`src/rtl/ufm_serial_reader.sv`:
```
// Serial read sequencer for the MAX 10 UFM: shifts a start address into the flash,
// then loads, serialises and streams DATA_W-bit words on a valid/ready port.
// Optional burst range check: define UFM_SERIAL_READER_RANGE_CHECK_EN.
module ufm_serial_reader #(
  parameter int ADDR_W   = 23,
  parameter int DATA_W   = 32,
  parameter int LEN_W    = 12,
  parameter int CLK_DIV  = 8,
  parameter int MAX_ADDR = 3071
) (
  input  logic              CLK100MHZ,
  input  logic              reset_n,
  input  logic              req,
  input  logic [ADDR_W-1:0] addr,
  input  logic [LEN_W-1:0]  len,
  output logic              busy,
  output logic              out_valid,
  output logic [DATA_W-1:0] out_data,
  input  logic              out_ready,
  output logic              err,
  output logic              ufm_arclk,
  output logic              ufm_arshft,
  output logic              ufm_ardin,
  output logic              ufm_drclk,
  output logic              ufm_drshft,
  input  logic              ufm_drdout
);

  localparam int HALF     = CLK_DIV / 2;
  localparam int PH_W     = $clog2(CLK_DIV);
  localparam int BITS_MAX = (ADDR_W > DATA_W) ? ADDR_W : DATA_W;
  localparam int BIT_W    = $clog2(BITS_MAX);

  localparam logic [PH_W-1:0]  PH_LAST   = PH_W'(CLK_DIV - 1);
  localparam logic [PH_W-1:0]  PH_SAMPLE = PH_W'(HALF - 1);
  localparam logic [PH_W-1:0]  PH_HIGH   = PH_W'(HALF);
  localparam logic [BIT_W-1:0] ADDR_LAST = BIT_W'(ADDR_W - 1);
  localparam logic [BIT_W-1:0] DATA_LAST = BIT_W'(DATA_W - 1);

  if (CLK_DIV < 4 || (CLK_DIV % 2) != 0 || MAX_ADDR < 0 || MAX_ADDR >= (1 << ADDR_W)) begin : g_param_check
    $error("ufm_serial_reader: CLK_DIV must be even and >= 4, MAX_ADDR must fit in ADDR_W");
  end

  typedef enum logic [2:0] {
    IDLE,
    ADDR,
    LOAD,
    SHIFT,
    HOLD,
    INC
  } state_t;

  state_t             state_q, state_d;
  logic [PH_W-1:0]    ph_q, ph_d;
  logic [BIT_W-1:0]   bit_q, bit_d;
  logic [ADDR_W-1:0]  addr_sr_q, addr_sr_d;
  logic [DATA_W-1:0]  data_sr_q, data_sr_d;
  logic [DATA_W-1:0]  out_data_q, out_data_d;
  logic [LEN_W-1:0]   cnt_q, cnt_d;
  logic               err_q, err_d;
  logic               arclk_q, arclk_d;
  logic               arshft_q, arshft_d;
  logic               ardin_q, ardin_d;
  logic               drclk_q, drclk_d;
  logic               drshft_q, drshft_d;

  logic               req_ok;
  logic               period_end;
  logic [PH_W-1:0]    ph_step;

`ifdef UFM_SERIAL_READER_RANGE_CHECK_EN
  localparam int SUM_W = ((ADDR_W > LEN_W) ? ADDR_W : LEN_W) + 1;
  logic [SUM_W-1:0] end_addr;
  // One extra bit so addr + len can never wrap below MAX_ADDR.
  assign end_addr = SUM_W'(addr) + SUM_W'(len);
  assign req_ok   = (end_addr <= SUM_W'(MAX_ADDR));
`else
  assign req_ok   = 1'b1;
`endif

  assign period_end = (ph_q == PH_LAST);
  assign ph_step    = period_end ? '0 : ph_q + PH_W'(1);

  always_comb begin
    state_d    = state_q;
    ph_d       = ph_q;
    bit_d      = bit_q;
    addr_sr_d  = addr_sr_q;
    data_sr_d  = data_sr_q;
    out_data_d = out_data_q;
    cnt_d      = cnt_q;
    err_d      = 1'b0;

    case (state_q)
      IDLE: begin
        ph_d  = '0;
        bit_d = '0;
        if (req) begin
          if (req_ok) begin
            state_d   = ADDR;
            addr_sr_d = addr;
            cnt_d     = len;
          end else begin
            err_d = 1'b1;
          end
        end
      end

      ADDR: begin
        ph_d = ph_step;
        if (period_end) begin
          addr_sr_d = addr_sr_q << 1;
          if (bit_q == ADDR_LAST) begin
            bit_d   = '0;
            state_d = LOAD;
          end else begin
            bit_d = bit_q + BIT_W'(1);
          end
        end
      end

      LOAD: begin
        ph_d = ph_step;
        if (period_end) begin
          bit_d   = '0;
          state_d = SHIFT;
        end
      end

      SHIFT: begin
        ph_d = ph_step;
        if (ph_q == PH_SAMPLE) begin
          data_sr_d = {data_sr_q[DATA_W-2:0], ufm_drdout};
        end
        // Last period has no drclk pulse; it only carries the final sample.
        if (period_end) begin
          if (bit_q == DATA_LAST) begin
            bit_d      = '0;
            out_data_d = data_sr_q;
            state_d    = HOLD;
          end else begin
            bit_d = bit_q + BIT_W'(1);
          end
        end
      end

      HOLD: begin
        ph_d = '0;
        if (out_ready) begin
          if (cnt_q == '0) begin
            out_data_d = '0;
            state_d    = IDLE;
          end else begin
            cnt_d   = cnt_q - LEN_W'(1);
            state_d = INC;
          end
        end
      end

      INC: begin
        ph_d = ph_step;
        if (period_end) begin
          state_d = LOAD;
        end
      end

      default: begin
        state_d = IDLE;
      end
    endcase
  end

  // Strobes are registered from next-state values so they line up with state_q
  // and shift/data lines only move on the first cycle of a low half.
  always_comb begin
    arclk_d  = ((state_d == ADDR) || (state_d == INC)) && (ph_d >= PH_HIGH);
    arshft_d = (state_d == ADDR);
    ardin_d  = (state_d == ADDR) && addr_sr_d[ADDR_W-1];
    drclk_d  = ((state_d == LOAD) || ((state_d == SHIFT) && (bit_d != DATA_LAST)))
               && (ph_d >= PH_HIGH);
    drshft_d = (state_d == SHIFT);
  end

  always_ff @(posedge CLK100MHZ or negedge reset_n) begin
    if (!reset_n) begin
      state_q    <= IDLE;
      ph_q       <= '0;
      bit_q      <= '0;
      addr_sr_q  <= '0;
      data_sr_q  <= '0;
      out_data_q <= '0;
      cnt_q      <= '0;
      err_q      <= 1'b0;
      arclk_q    <= 1'b0;
      arshft_q   <= 1'b0;
      ardin_q    <= 1'b0;
      drclk_q    <= 1'b0;
      drshft_q   <= 1'b0;
    end else begin
      state_q    <= state_d;
      ph_q       <= ph_d;
      bit_q      <= bit_d;
      addr_sr_q  <= addr_sr_d;
      data_sr_q  <= data_sr_d;
      out_data_q <= out_data_d;
      cnt_q      <= cnt_d;
      err_q      <= err_d;
      arclk_q    <= arclk_d;
      arshft_q   <= arshft_d;
      ardin_q    <= ardin_d;
      drclk_q    <= drclk_d;
      drshft_q   <= drshft_d;
    end
  end

  assign busy       = (state_q != IDLE);
  assign out_valid  = (state_q == HOLD);
  assign out_data   = out_data_q;
  assign err        = err_q;
  assign ufm_arclk  = arclk_q;
  assign ufm_arshft = arshft_q;
  assign ufm_ardin  = ardin_q;
  assign ufm_drclk  = drclk_q;
  assign ufm_drshft = drshft_q;

endmodule

```
`config.mk`:
```
export PLATFORM = sky130hd
export DESIGN_NAME = ufm_serial_reader
export DESIGN_NICKNAME = d
export VERILOG_FILES = /design/src/rtl/ufm_serial_reader.sv
export SDC_FILE = /design/constraint.sdc
export NUM_CORES = 1
export LEC_CHECK = 0
export ABC_AREA = 0
export CORE_ASPECT_RATIO = 1.75
export CORE_MARGIN = 2
export CORE_UTILIZATION = 38
export DETAILED_ROUTE_END_ITERATION = 7
export GPL_TIMING_DRIVEN = 0
export PLACE_DENSITY_LB_ADDON = 0.15
export SYNTH_ARGS = -nofsm -noshare
export SYNTH_HDL_FRONTEND = slang
export SYNTH_SLANG_ARGS = --single-unit
```
`constraint.sdc`:
```
create_clock -name CLK100MHZ -period 2.6 [get_ports CLK100MHZ]
set_input_delay 0.26 -clock CLK100MHZ [delete_from_list [all_inputs] [get_ports CLK100MHZ]]
set_output_delay 0.26 -clock CLK100MHZ [all_outputs]
set_load 0.005 [all_outputs]
```
==> metrics.md, run 1 <==
| Metric | Value |
|---|---|
| Slowest-stage cell, CP | clkdlybuf4s50_1 |
| Port bufs | 78 |
| DRT Pass-1 Iters | 4 |
| Endpoints failing setup | 0 |
| R2R setup slack | 0.30 ns |
| Reg2reg end | addr_sr_q[16] |
| Distinct cells, synth | 56 |
| Async set-or-reset flop fraction in the synthesized netlist | 1.000 |
| CTS max path bufs | 2 |
| Worst path required time | 2.34 ns |
| Hold WS | 0.2668 ns |
| PwrDens | 857.4 nW/um^2 |
| Least-Margin Pin Slew | around 0.63 ns |
| Hold WC Path Type | primary input to async pin |
| Static leakage | 3.194 nW |
| Final core utilization | 0.5066 |
| Num ports | 80 |
| Cell Chain, Critical Path | nor2_1 -> nand2_2 -> inv_2 -> clkdlybuf4s50_1 |
| First-pass GRT wire length | ~19000 microns |
| Synth top area share | 0.5612 |
| Number of cells on the critical path | 4 |
| CTS Buf Count | 17 |
| Met2 Wirelength | 6068 microns |
| Worst Path Buf+Inv | 2 |
| ANT cells | 0 |
| Peak Freq | approximately 430 MHz |
| Number of synthesized flops with an enable pin | 0 |
| Share of layout cells above drive strength 1 | 0.1647 |
| Number of global-route vias before repair | ~4100 |
| Crit-path max cell delay | 0.57 ns |
| Status | complete, no violations |
| Biggest area consumer among synthesized cells | dfrtp_1 |
| Rows | 56 |
| Syn Inst Count | 490 |
| Pre-CTS WS | 0.3065 ns |
| Synth Flop Type | dfrtp_1 |
| Fillcell total | roughly 1200 |
| Cell area after synthesis | 5127 sq um |
| Clock latency on the worst-skew pair | 0.41 ns |
| CTS tree | yes |
| Min Tclk post-route | about 2.3 ns |
| Metal3 WL | 422 microns |
| Routed Antenna Nets | 0 |
| Root Buffer Master | clkbuf_16 |
| Count leader, synth | nand2_1 |
| Sequential share of the synthesized area | 0.5612 |
| Crit-path leading delay family | buffers and inverters |
| # clock sinks | 115 |
| Crit path to | out_valid |
| Setup Skew | 0.008424 ns |
| Number of remaining DRC errors | 0 |
| CP endpoint kind | primary output |
| WP data arrival | 2.05 ns |
| Die height | 157.7 microns |
| Net count after synthesis | 538 |
| Number of post-CTS setup repair buffers | 0 |
| Wire length on met1 | 4481 microns |
| Relative slew slack | 0.5792 |
| Pins Over Slew Limit | 0 |
| Final period util | 0.8875 |
| Initial core utilization | 0.3852 |
| Final hold violation count | 0 |
| # H-tree levels | 4 |
| RSZ-0062 raised after global routing | no |
| Largest net degree at the start of global routing | 96 |
| YS warnings | 0 |
| Fin cells | 775 |
| DRT Wirelength | 11280 microns |
| DR vias | between 3000 and 4000 |
| # Max-Cap Violations | 0 |
| Maximum VDD drop | 0.5531 mV |
| Die area | ~14000 sq um |
| Post-DP HPWL | 8184 microns |
| Placed insts | 743 |
| Critical path fanouts, max | 19 |
| Drt initial violations | 155 |
| Core box area | 13310 sq um |
| Via/cell ratio | 5.009 |
| Mean post-synth cell area | 10.46 sq um |
| GR Overflow Total | 0 |
| Gr usage total | 0.1704 |
| Startpoint Class | flop |
| Setup WS post-layout | ~0.29 ns |
| Worst-path clk slew | ~0.060 ns |
| Post_cts resized | 0 |
| Gpl congestion | 0.8656 |
| DIE WIDTH | 91.81 microns |
| Uppermost layer routed | met4 |
| Worst setup path category | flop to primary output |
| P&R area growth vs syn | 31.53% |
| Fin nets | 636 |
| Worst r2r path cells | 9 |
| Post-synth top cells | nand2_1 (124), dfrtp_1 (115), nand3_1 (43) |
| Setup TNS | 0 ns |
| Synth Register Bits | 115 |
| Worst setup path startpoint | state_q[1] |
| DR WL/cell | around 15 microns |
| Ranking of synthesized cells by area | dfrtp_1 (56%), nand2_1 (9.1%), mux2_2 (7.0%) |
| Initial antenna violation count | 0 |
==> layout by cell type, fill, tap and decap left out, types with 4 or more instances in the layout <==
master,netlist,layout
nand2_1,124,124
dfrtp_1,115,115
clkdlybuf4s50_1,0,77
nand3_1,43,43
mux2_2,32,32
a22oi_1,25,25
clkbuf_16,0,17
buf_2,16,16
a21oi_1,14,14
o21ai_0,14,14
nor2_1,11,11
inv_1,8,8
ha_1,8,8
nor3_1,7,7
nor2b_1,5,5
clkbuf_1,4,4
buf_4,4,4
o2bb2ai_1,4,4
clkinvlp_4,0,4
==> worst min path at each step <==
stage / to / slack [ns] / cells after the start
after global placement: out_data[20] / 0.45 / 2
final: out_data[14] / 0.27 / 2
after global routing: out_data[16] / 0.29 / 2
after CTS: out_data[14] / 0.26 / 2
after detailed placement: out_data[14] / 0.12 / 1
after floorplan: async pin / -0.04 / 0
==> per-layer routing <==
metal	up-vias	global-route usage
li1	1923	-
met4	0	0.08458
met1	1856	0.1840
met3	24	0.03998
met5	-	0
met2	79	0.3099
==> repair_timing <==
item | in CTS | in global routing
endpoints found under the hold margin | 20 | 0
hold buffers | 1 | 0
endpoints found under the setup margin | 1 | 0
==> layout make-up <==
type                            instances  area, sq um  area share
Clock buffer                           17        425.4     0.06308
Buffer                                 26        140.1     0.02078
Inverter                                9        33.78    0.005009
Timing Repair Buffer                   80        819.5      0.1215
Tap cell                              174        217.7     0.03228
Clock inverter                         15        157.7     0.02338
Sequential cell                       115         2878      0.4267
Multi-Input combinational cell        339         2072      0.3072
==> kinds of logic (layout without fill, tap and decap cells) <==
kind of cell	after synthesis	in the layout	synth area share
buf+inv	36	147	0.03465
other cells	1	1	0.0007314
mux	34	34	0.07418
simple gates	211	211	0.1896
compound gates	85	85	0.1201
fa+ha+maj	8	8	0.01952
flops	115	115	0.5612
==> sequential cells by signal, indices dropped and copies added (netlist names), named ones only <==
register    flops
data_sr_q      32
out_data       32
addr_sr_q      23
cnt_q          12
bit_q           5
state_q         3
ph_q            1
ufm_arclk       1
ufm_ardin       1
ufm_arshft      1
ufm_drclk       1
ufm_drshft      1
==> through the flow <==
step                power [mW]  instance area (sq um)
floorplan                3.120                   5127
global placement         3.471                   6126
detailed placement       3.537                   6155
CTS                      5.850                   6744
global route             6.140                   6744
finish                   5.782                   6744
==> power by group <==
| part | internal, mW | leakage [nW] | switching (mW) |
|---|---|---|---|
| combinational | 0.479 | 1.39 | 0.588 |
| sequential | 2.15 | 1.53 | 0.282 |
| clock | 1.41 | 0.276 | 0.870 |
| total | 4.04 | 3.19 | 1.74 |
(Power assumes the default switching activity.)
==> run 2: changes to the inputs <==
Settings changed: CORE_UTILIZATION 38 to 40, PLACE_DENSITY set to 0.64, PLACE_DENSITY_LB_ADDON 0.15 to not set.
==> run 2 against run 1 <==
  * Via count increased by 1.6%
  * Final area shrank 0.45%
  * Register-to-register slack gained 0.04 ns
  * Clock-buffer cell count unchanged
  * Clock skew shrank 0.0015 ns
  * Clock power shrank 5%
  * Core utilization up 3.1 points
==> metrics.md, run 2 (synthesis results as in run 1) <==
| Metric | Value |
|---|---|
| Largest net degree at the start of global routing | 103 (was 96) |
| Port bufs | 78 (unchanged) |
| Static leakage | 3.184 nW (was 3.194 nW) |
| Core box area | 12500 sq um (was 13310 sq um) |
| Clock latency on the worst-skew pair | 0.40 ns (was 0.41 ns) |
| Maximum VDD drop | 0.5398 mV (was 0.5531 mV) |
| Relative slew slack | 0.5661 (was 0.5792) |
| Worst setup path category | flop to flop (was flop to primary output) |
| Worst path most repeated cell | nand2_1 |
| # clock sinks | 115 (unchanged) |
| Fin nets | 636 (unchanged) |
| CTS Buf Count | 17 (unchanged) |
| R2R setup slack | 0.34 ns (was 0.30 ns) |
| DR vias | 3943 (was 3882) |
| PwrDens | 843.4 nW/um^2 (was 857.4 nW/um^2) |
| Num ports | 80 (unchanged) |
| Endpoints failing setup | 0 (unchanged) |
| Root Buffer Master | clkbuf_16 (unchanged) |
| Number of global-route vias before repair | 4045 (was 4094) |
| Least-Margin Pin Slew | 0.6448 ns (was 0.6254 ns) |
| Setup Skew | 0.006932 ns (was 0.008424 ns) |
| Routed Antenna Nets | 0 (unchanged) |
| Gr usage total | 0.1739 (was 0.1704) |
| Die area | 13780 sq um (was 14480 sq um) |
| Crit-path leading delay family | simple AND/OR/NAND/NOR gates (was buffers and inverters) |
| P&R area growth vs syn | 30.94% (was 31.53%) |
| CP endpoint kind | flop (was primary output) |
| Worst-path clk slew | 0.06 ns (about the same) |
| Initial antenna violation count | 0 (unchanged) |
| Worst r2r path cells | 9 (unchanged) |
| Final hold violation count | 0 (unchanged) |
| Fin cells | 769 (was 775) |
| CTS max path bufs | 2 (unchanged) |
| # Max-Cap Violations | 0 (unchanged) |
| Pre-CTS WS | 0.3622 ns (was 0.3065 ns) |
| Number of post-CTS setup repair buffers | 0 (unchanged) |
| Fillcell total | 1123 (was 1233) |
| Number of remaining DRC errors | 0 (unchanged) |
| Min Tclk post-route | 2.256 ns (was 2.307 ns) |
| Worst Path Buf+Inv | 2 (unchanged) |
| Final core utilization | 0.5371 (was 0.5066) |
| Status | complete, no violations (unchanged) |
| Reg2reg end | addr_sr_q[10] (was addr_sr_q[16]) |
| Final period util | 0.8676 (was 0.8875) |
| Initial core utilization | 0.4102 (was 0.3852) |
| Gpl congestion | 0.8741 (was 0.8656) |
| Placed insts | 737 (was 743) |
| RSZ-0062 raised after global routing | no (unchanged) |
| Post_cts resized | 0 (unchanged) |
| DIE WIDTH | 89.59 microns (was 91.81 microns) |
| First-pass GRT wire length | 18830 microns (was 19350 microns) |
| Commonest non-fill, non-tap cell in the layout | nand2_1 (unchanged) |
| Post-DP HPWL | 8017 microns (was 8184 microns) |
| Peak Freq | 443.3 MHz (was 433.4 MHz) |
| Cell Chain, Critical Path | ha_1 -> ha_1 -> buf_2 -> nand2_1 -> nor3_1 -> nor2_1 -> clkbuf_1 -> nand2_1 -> nand2_1 (was nor2_1 -> nand2_2 -> inv_2 -> clkdlybuf4s50_1) |
| DR WL/cell | 14.37 microns (was 14.56 microns) |
| Share of layout cells above drive strength 1 | 0.1647 (unchanged) |
| Setup WS post-layout | 0.3442 ns (was 0.2925 ns) |
| GR Overflow Total | 0 (unchanged) |
| Startpoint Class | flop (unchanged) |
| Via/cell ratio | 5.127 (was 5.009) |
| DRT Pass-1 Iters | 4 (unchanged) |
| Hold WS | 0.2327 ns (was 0.2668 ns) |
| Finished Cell Area | 6714 sq um (was 6744 sq um) |
| CTS tree | yes (unchanged) |
| Commonest non-fill, non-tap cells in the layout | nand2_1 (124), dfrtp_1 (115), clkdlybuf4s50_1 (77) (unchanged) |
| DRT Wirelength | 11050 microns (was 11280 microns) |
| Drt initial violations | 231 (was 155) |
| Pins Over Slew Limit | 0 (unchanged) |
| Die height | 153.8 microns (was 157.7 microns) |
| Slowest-stage cell, CP | nor3_1 (was clkdlybuf4s50_1) |
| Crit-path max cell delay | 0.43 ns (was 0.57 ns) |
| Worst path required time | 2.89 ns (was 2.34 ns) |
| Placed Instance Area | 6147 sq um (was 6155 sq um) |
| Setup TNS | 0 ns (unchanged) |
| Hold WC Path Type | primary input to async pin (unchanged) |
| Total power | 5.663 mW (was 5.782 mW) |
| # H-tree levels | 4 (unchanged) |
| ANT cells | 0 (unchanged) |
| Critical path fanouts, max | 10 (was 19) |
| WP data arrival | 2.54 ns (was 2.05 ns) |
| Rows | 54 (was 56) |
==> run 2: timing repair <==
action                                  CTS  global route
hold endpoints to repair                 13             0
endpoints found under the setup margin    0             1
hold buffers                              1             0
==> run 2: layer usage <==
metal / up-vias / GRT usage / part of all wire
met2: 99 / 0.3025 / 0.56
met1: 1904 / 0.1945 / 0.38
met4: 0 / 0.07249 / 0.014
met3: 15 / 0.04563 / 0.043
li1: 1925 / - / -
met5: - / 0 / 0
==> run 2: area by class of cell <==
cell class | instances | area [sq um] | area share
Sequential cell | 115 | 2878 | 0.4286
Multi-Input combinational cell | 339 | 2072 | 0.3086
Timing Repair Buffer | 80 | 819.5 | 0.1221
Clock buffer | 17 | 425.4 | 0.06336
Tap cell | 168 | 210.2 | 0.03131
Buffer | 26 | 140.1 | 0.02087
Clock inverter | 15 | 135.1 | 0.02013
Inverter | 9 | 33.78 | 0.005032
==> run 2: power breakdown <==
group	leakage, nW	switching, mW	internal [mW]
Combinational	1.39	0.600	0.477
Sequential	1.53	0.274	2.15
Clock	0.267	0.847	1.32
==> run 2: worst max path at each step <==
| stage | from | endpoint | slack [ns] | depth (start not counted) |
|---|---|---|---|---|
| floorplan | flop | ufm_drclk | 0.65 | 8 |
| detailed placement | flop | addr_sr_q[10] | 0.36 | 9 |
| CTS | state_q[1] | out_valid | 0.01 | 5 |
| global route | flop | addr_sr_q[10] | 0.15 | 9 |
| global placement | reset_n | out_data[17] | -3.08 | 1 |
| finish | flop | addr_sr_q[10] | 0.34 | 9 |
==> run 2: worst register-to-register path: stages (launching register included) <==
cell and delay [ns]:
dfrtp_1 0.38, ha_1 0.20, ha_1 0.15, buf_2 0.20
nand2_1 0.15, nor3_1 0.43, nor2_1 0.19, clkbuf_1 0.26
nand2_1 0.13, nand2_1 0.06
